==> src/rtl/ltc2308_scan_ctrl.sv <==
// Round-robin LTC2308 scanner: CONVST pulse, 12-bit SPI frame, then acquisition gap.
// Each sample strobes sample_valid one frame after it was configured; there is no backpressure.
module ltc2308_scan_ctrl #(
  parameter int CLK_DIV = 2,
  parameter int T_CONV  = 80,
  parameter int T_ACQ   = 16
) (
  input  logic        clk,
  input  logic        reset_n,
  input  logic        enable,
  input  logic [7:0]  ch_mask,
  output logic        adc_convst,
  output logic        adc_sck,
  output logic        adc_sdi,
  input  logic        adc_sdo,
  output logic [11:0] sample_data,
  output logic [2:0]  sample_ch,
  output logic        sample_valid,
  output logic        busy
);

  typedef enum logic [1:0] {S_IDLE, S_CONV, S_XFER, S_ACQ} state_e;

  localparam logic [15:0] CONV_LAST = 16'(T_CONV - 1);
  localparam logic [15:0] DIV_LAST  = 16'(CLK_DIV - 1);
  localparam logic [15:0] ACQ_LAST  = 16'(T_ACQ - 1);

  state_e      state_q, state_d;
  logic [15:0] cnt_q, cnt_d;
  logic [3:0]  bit_q, bit_d;
  logic        sck_q, sck_d;
  logic        sdi_q, sdi_d;
  logic [11:0] shift_q, shift_d;
  logic [2:0]  cur_ch_q, cur_ch_d;
  logic [2:0]  prev_ch_q, prev_ch_d;
  logic        prime_q, prime_d;
  logic [11:0] data_q, data_d;
  logic [2:0]  ch_q, ch_d;
  logic        valid_q, valid_d;

  logic [2:0]  base, cand, next_ch;
  logic        found;
  logic        start_ok;
  logic [5:0]  cfg, cfg_shl;
  logic [3:0]  bit_nxt;

  // Search upward from the base, wrapping; i=8 lands back on the base itself.
  always_comb begin
    base    = (state_q == S_IDLE) ? 3'd7 : cur_ch_q;
    next_ch = base;
    cand    = '0;
    found   = 1'b0;
    for (int i = 1; i <= 8; i++) begin
      cand = base + 3'(i);
      if (!found && ch_mask[cand]) begin
        next_ch = cand;
        found   = 1'b1;
      end
    end
  end

  assign start_ok = enable && (ch_mask != 8'h00);
  assign cfg      = {1'b1, cur_ch_q[0], cur_ch_q[2], cur_ch_q[1], 1'b1, 1'b0};

  always_comb begin
    state_d   = state_q;
    cnt_d     = cnt_q;
    bit_d     = bit_q;
    sck_d     = sck_q;
    sdi_d     = sdi_q;
    shift_d   = shift_q;
    cur_ch_d  = cur_ch_q;
    prev_ch_d = prev_ch_q;
    prime_d   = prime_q;
    data_d    = data_q;
    ch_d      = ch_q;
    valid_d   = 1'b0;
    bit_nxt   = bit_q + 4'd1;
    cfg_shl   = cfg << bit_nxt;
    unique case (state_q)
      S_IDLE: begin
        if (start_ok) begin
          state_d  = S_CONV;
          cnt_d    = '0;
          cur_ch_d = next_ch;
        end
      end
      S_CONV: begin
        if (cnt_q == CONV_LAST) begin
          state_d = S_XFER;
          cnt_d   = '0;
          bit_d   = '0;
          sdi_d   = cfg[5];
        end else begin
          cnt_d = cnt_q + 16'd1;
        end
      end
      S_XFER: begin
        if (cnt_q == DIV_LAST) begin
          cnt_d = '0;
          if (!sck_q) begin
            sck_d   = 1'b1;
            shift_d = {shift_q[10:0], adc_sdo};
          end else begin
            sck_d = 1'b0;
            if (bit_q == 4'd11) begin
              state_d = S_ACQ;
              sdi_d   = 1'b0;
            end else begin
              bit_d = bit_nxt;
              sdi_d = cfg_shl[5];
            end
          end
        end else begin
          cnt_d = cnt_q + 16'd1;
        end
      end
      S_ACQ: begin
        if (cnt_q == ACQ_LAST) begin
          cnt_d = '0;
          if (prime_q) begin
            data_d  = shift_q;
            ch_d    = prev_ch_q;
            valid_d = 1'b1;
          end
          prev_ch_d = cur_ch_q;
          if (start_ok) begin
            state_d  = S_CONV;
            prime_d  = 1'b1;
            cur_ch_d = next_ch;
          end else begin
            state_d = S_IDLE;
            prime_d = 1'b0;
          end
        end else begin
          cnt_d = cnt_q + 16'd1;
        end
      end
      default: state_d = S_IDLE;
    endcase
  end

  always_ff @(posedge clk or negedge reset_n) begin
    if (!reset_n) begin
      state_q   <= S_IDLE;
      cnt_q     <= '0;
      bit_q     <= '0;
      sck_q     <= 1'b0;
      sdi_q     <= 1'b0;
      shift_q   <= '0;
      cur_ch_q  <= '0;
      prev_ch_q <= '0;
      prime_q   <= 1'b0;
      data_q    <= '0;
      ch_q      <= '0;
      valid_q   <= 1'b0;
    end else begin
      state_q   <= state_d;
      cnt_q     <= cnt_d;
      bit_q     <= bit_d;
      sck_q     <= sck_d;
      sdi_q     <= sdi_d;
      shift_q   <= shift_d;
      cur_ch_q  <= cur_ch_d;
      prev_ch_q <= prev_ch_d;
      prime_q   <= prime_d;
      data_q    <= data_d;
      ch_q      <= ch_d;
      valid_q   <= valid_d;
    end
  end

  assign adc_convst   = (state_q == S_CONV);
  assign busy         = (state_q != S_IDLE);
  assign adc_sck      = sck_q;
  assign adc_sdi      = sdi_q;
  assign sample_data  = data_q;
  assign sample_ch    = ch_q;
  assign sample_valid = valid_q;

endmodule

==> config.mk <==
export PLATFORM = sky130hd
export DESIGN_NAME = ltc2308_scan_ctrl
export DESIGN_NICKNAME = d
export VERILOG_FILES = /design/src/rtl/ltc2308_scan_ctrl.sv
export SDC_FILE = /design/constraint.sdc
export NUM_CORES = 1
export LEC_CHECK = 0
export ABC_AREA = 0
export CAP_MARGIN = 30
export CORE_UTILIZATION = 63
export DETAILED_ROUTE_END_ITERATION = 10
export PLACE_DENSITY_LB_ADDON = 0.08
export SLEW_MARGIN = 20
export SYNTH_ARGS = -nofsm -noshare
export SYNTH_HDL_FRONTEND = slang
export SYNTH_SLANG_ARGS = --single-unit
export TNS_END_PERCENT = 30
==> constraint.sdc <==
create_clock -name clk -period 5.9 [get_ports clk]
set_input_delay 0.885 -clock clk [delete_from_list [all_inputs] [get_ports clk]]
set_output_delay 0.885 -clock clk [all_outputs]
set_load 0.01 [all_outputs]
==> impl_results.md <==
* Worst-case vdd ir drop at 0.194 mV
* Syn nets at 397
* Crit path capture type: flip-flop
* Fraction of synthesized area in multiplexers at roughly 16%
* Hold_ws at 0.487 ns
* DRT antenna net count at 0
* Top-count cell post-synth: dfrtp_1
* CP max stage delay at 0.42 ns
* CTS tree: built
* Final min period at 3.44 ns
* Die Area at between 6000 and 7000 um2
* Worst hold path class: reg -> reg
* GRT Total Usage at roughly 28%
* Avg WL per Cell at 16.5 um
* Arrival time at the worst endpoint at 3.69 ns
* First-pass GRT wire length at 13.4 mm
* Effective utilization at floorplan at 66.4%
* Final Cycle Share at 58.3%
* Remaining Overflow, GRT at 0
* Compound-gate portion of the synthesized area at between 10% and 20%
* DRT Pass-1 Iters at 5
* Sequential element share of the synthesized area at 39.9%
* Input/output buffers at 31
* Largest net degree at the start of global routing at 60
* Initial drt markers at 207
* Leakage dissipation at 1.90 nW
* Avg Synthesized Cell Area at roughly 10 um2
* Vias/cell at 6.18
* RD Place Congestion at 0.897
* Vias in the first global route at 2779
* Synth Area in Simple Gates at 17.7%
* Post-CTS setup buffer count at 0
* Cell Pwr Density at 247 nW/um2
* Final setup margin at 2.46 ns
* Normalized max-slew margin at 45.7%
* Post-synth top area cell: dfrtp_1
* Vias at 2980
* Final nets at 428
* Fin. max-slew vios at 0
* WL final at 7.95 mm
* Max Freq at about 290 MHz
* Antenna violations before repair at 0
* Final core utilization at 76.1%
* Max-Cap Viols at 0
* Post-DP HPWL at 5.61 mm
* Crit Path Max Fanout at 18
* CP most frequent cell: ha_1
* Setup TNS at 0 ns
* WS Path Type: reg -> reg
* Adder-cell area share of the yosys netlist at 3.04%
* Pre-CTS worst setup slack at 2.52 ns
* Count of synthesis-stage warnings from yosys at 0
* Top cell type's share of synthesized area at 39.9%
* IO Count at 32
* Final hold vios at 0
* CTS sink count at 59
* Crit path max-delay cell type: dfrtp_1
* Post-Route Skew at 0.0107 ns
* Final setup fails at 0
* H-tree levels at 3
* Worst slew pin tran at 0.815 ns
* Synth cell count leaders: dfrtp_1 (59), nand2_1 (39), o21ai_0 (32)
* Largest family of logic cells by synthesized area: simple AND/OR/NAND/NOR gates
* Clock Pin Slew Worst Setup and Hold Paths at 0.06 ns
* CTS root buffer: clkbuf_8
* CTS Hold Bufs at 0
* Synth Area in XOR/XNOR at 3.04%
* Clk Latency, worst-skew pair at 0.33 ns
* Status: completed
* Critical-path cell list: inv_1 > ha_1 > buf_4 > nor2_4 > inv_2 > ha_1 > xnor2_1 > mux2i_1 > o21a_1 > and3b_4 > a211oi_2 > o22ai_1 > a31oi_1
* Core area at 5570 um2
* Die Span Y at 78.6 um
* FILL cells at 395
* P&R area growth vs syn at 14.6%
* Worst EP required at 6.15 ns
* Layout cells sized above 1 at 15.4%
* CTS buffer count at 9
* Async S/R FF share, synth at 100%
* Synth area leaders: dfrtp_1 (40%), mux2_2 (8.5%), mux2i_1 (5.1%)
* Cell variety after synth at 62
* RSZ-0062 raised after global routing: no
* Dominant synthesized flop cell: dfrtp_1
* Register bit count reported by yosys at 59
* Cell row count at 27
* # DRC at 0
* CTS max path bufs at 2
* Synth Cell Area at roughly 3700 um2
* Crit start category: flip-flop
* Antenna Cells at 0
* Post-synth EDFFs at 0
* Cells after Synth at 376
* Die width at 78.6 um
* Post-CTS sizing at 0
sequential cells by signal (all words and copies together) (netlist names):
signal / cells
cur_ch_q: 3
shift_q: 12
state_q: 2
adc_sdi: 1
prev_ch_q: 3
cnt_q: 16
prime_q: 1
sample_ch: 3
bit_q: 4
adc_sck: 1
sample_valid: 1
sample_data: 12
layer usage:
layer | part of all wire [%] | vias to the layer above | global-route usage, %
li1 | - | 1422 | -
met1 | 46 | 1455 | 38.3
met2 | 48 | 94 | 45.6
met3 | 4.4 | 9 | 3.84
met4 | 1.2 | 0 | 10.6
met5 | 0 | - | 0
report_power, final:
part | switching [mW] | internal [mW] | leakage (nW)
Sequential | 0.0514 | 0.436 | 0.790
Clock | 0.148 | 0.256 | 0.109
Combinational | 0.0832 | 0.0717 | 0.996
worst paths after layout:
kind | from | endpoint | slack (ns) | cells past startpoint
max in group asynchronous | reset_n | sample_data[4] | 4.71 | 2
worst min-delay path | prev_ch_q[2] | prev_ch_q[2] | 0.49 | 2
worst min register to register | prev_ch_q[2] | prev_ch_q[2] | 0.49 | 2
worst max-delay path | state_q[0] | cur_ch_q[0] | 2.46 | 13
min in group asynchronous | reset_n | cnt_q[11] | 0.69 | 2
worst max register to register | state_q[0] | cur_ch_q[0] | 2.46 | 13
cells by family after synthesis:
family | Yosys count
buffers and inverters | 32
AO/OA/AOI/OAI | 91
multiplexers | 52
adder cells (fa/ha/maj) | 9
AND/OR/NAND/NOR | 121
XOR/XNOR | 12
flip-flops | 59
placed cells by master, fill, tap and decap left out, types with 3 or more instances in the layout:
cell type         n
nand2b_1          6
a21boi_0          3
o31ai_1           8
o21ai_0          32
o211ai_1          5
a31oi_1           7
o22ai_1           3
o21a_1            4
and3_1           10
nand2_1          39
xnor2_1           7
xor2_1            4
clkbuf_8         11
dfrtp_1          59
ha_1              9
a211oi_1          4
or4_1             3
clkdlybuf4s50_1  30
nor2_1           23
mux2_2           28
mux2i_2           3
a21oi_1          10
nor3_1            6
nand4_1           4
mux2i_1          19
buf_4             3
nand3_1          10
inv_1            16
worst max-delay path, delay by kind of cell, from the launching register on:
kind / cells / cell delay [ns]
compound gates: 4 / 0.78
xor+xnor: 1 / 0.32
fa+ha+maj: 2 / 0.48
buf+inv: 3 / 0.46
flops: 1 / 0.42
mux: 1 / 0.42
simple gates: 2 / 0.46
layout make-up:
cell class              count  area (um2)  area share, %
clock inverters             2        60.1           1.42
well taps                  72        90.1           2.12
multi-input cells         285        2060           48.5
flip-flops and latches     59        1480           34.8
clock buffers              12         155           3.66
inverters                  18        75.1           1.77
repair buffers             34         328           7.73
stage by stage:
stage / cells / power [mW] / instance area [um2]
3_5_place_dp: 468 / 0.648 / 4030
2_1_floorplan: 376 / 0.596 / 3700
6_report: 482 / 1.05 / 4240
3_3_place_gp: 467 / 0.643 / 4020
5_1_grt: 482 / 1.09 / 4240
4_1_cts: 482 / 1.05 / 4240
(Power assumes the default switching activity.)
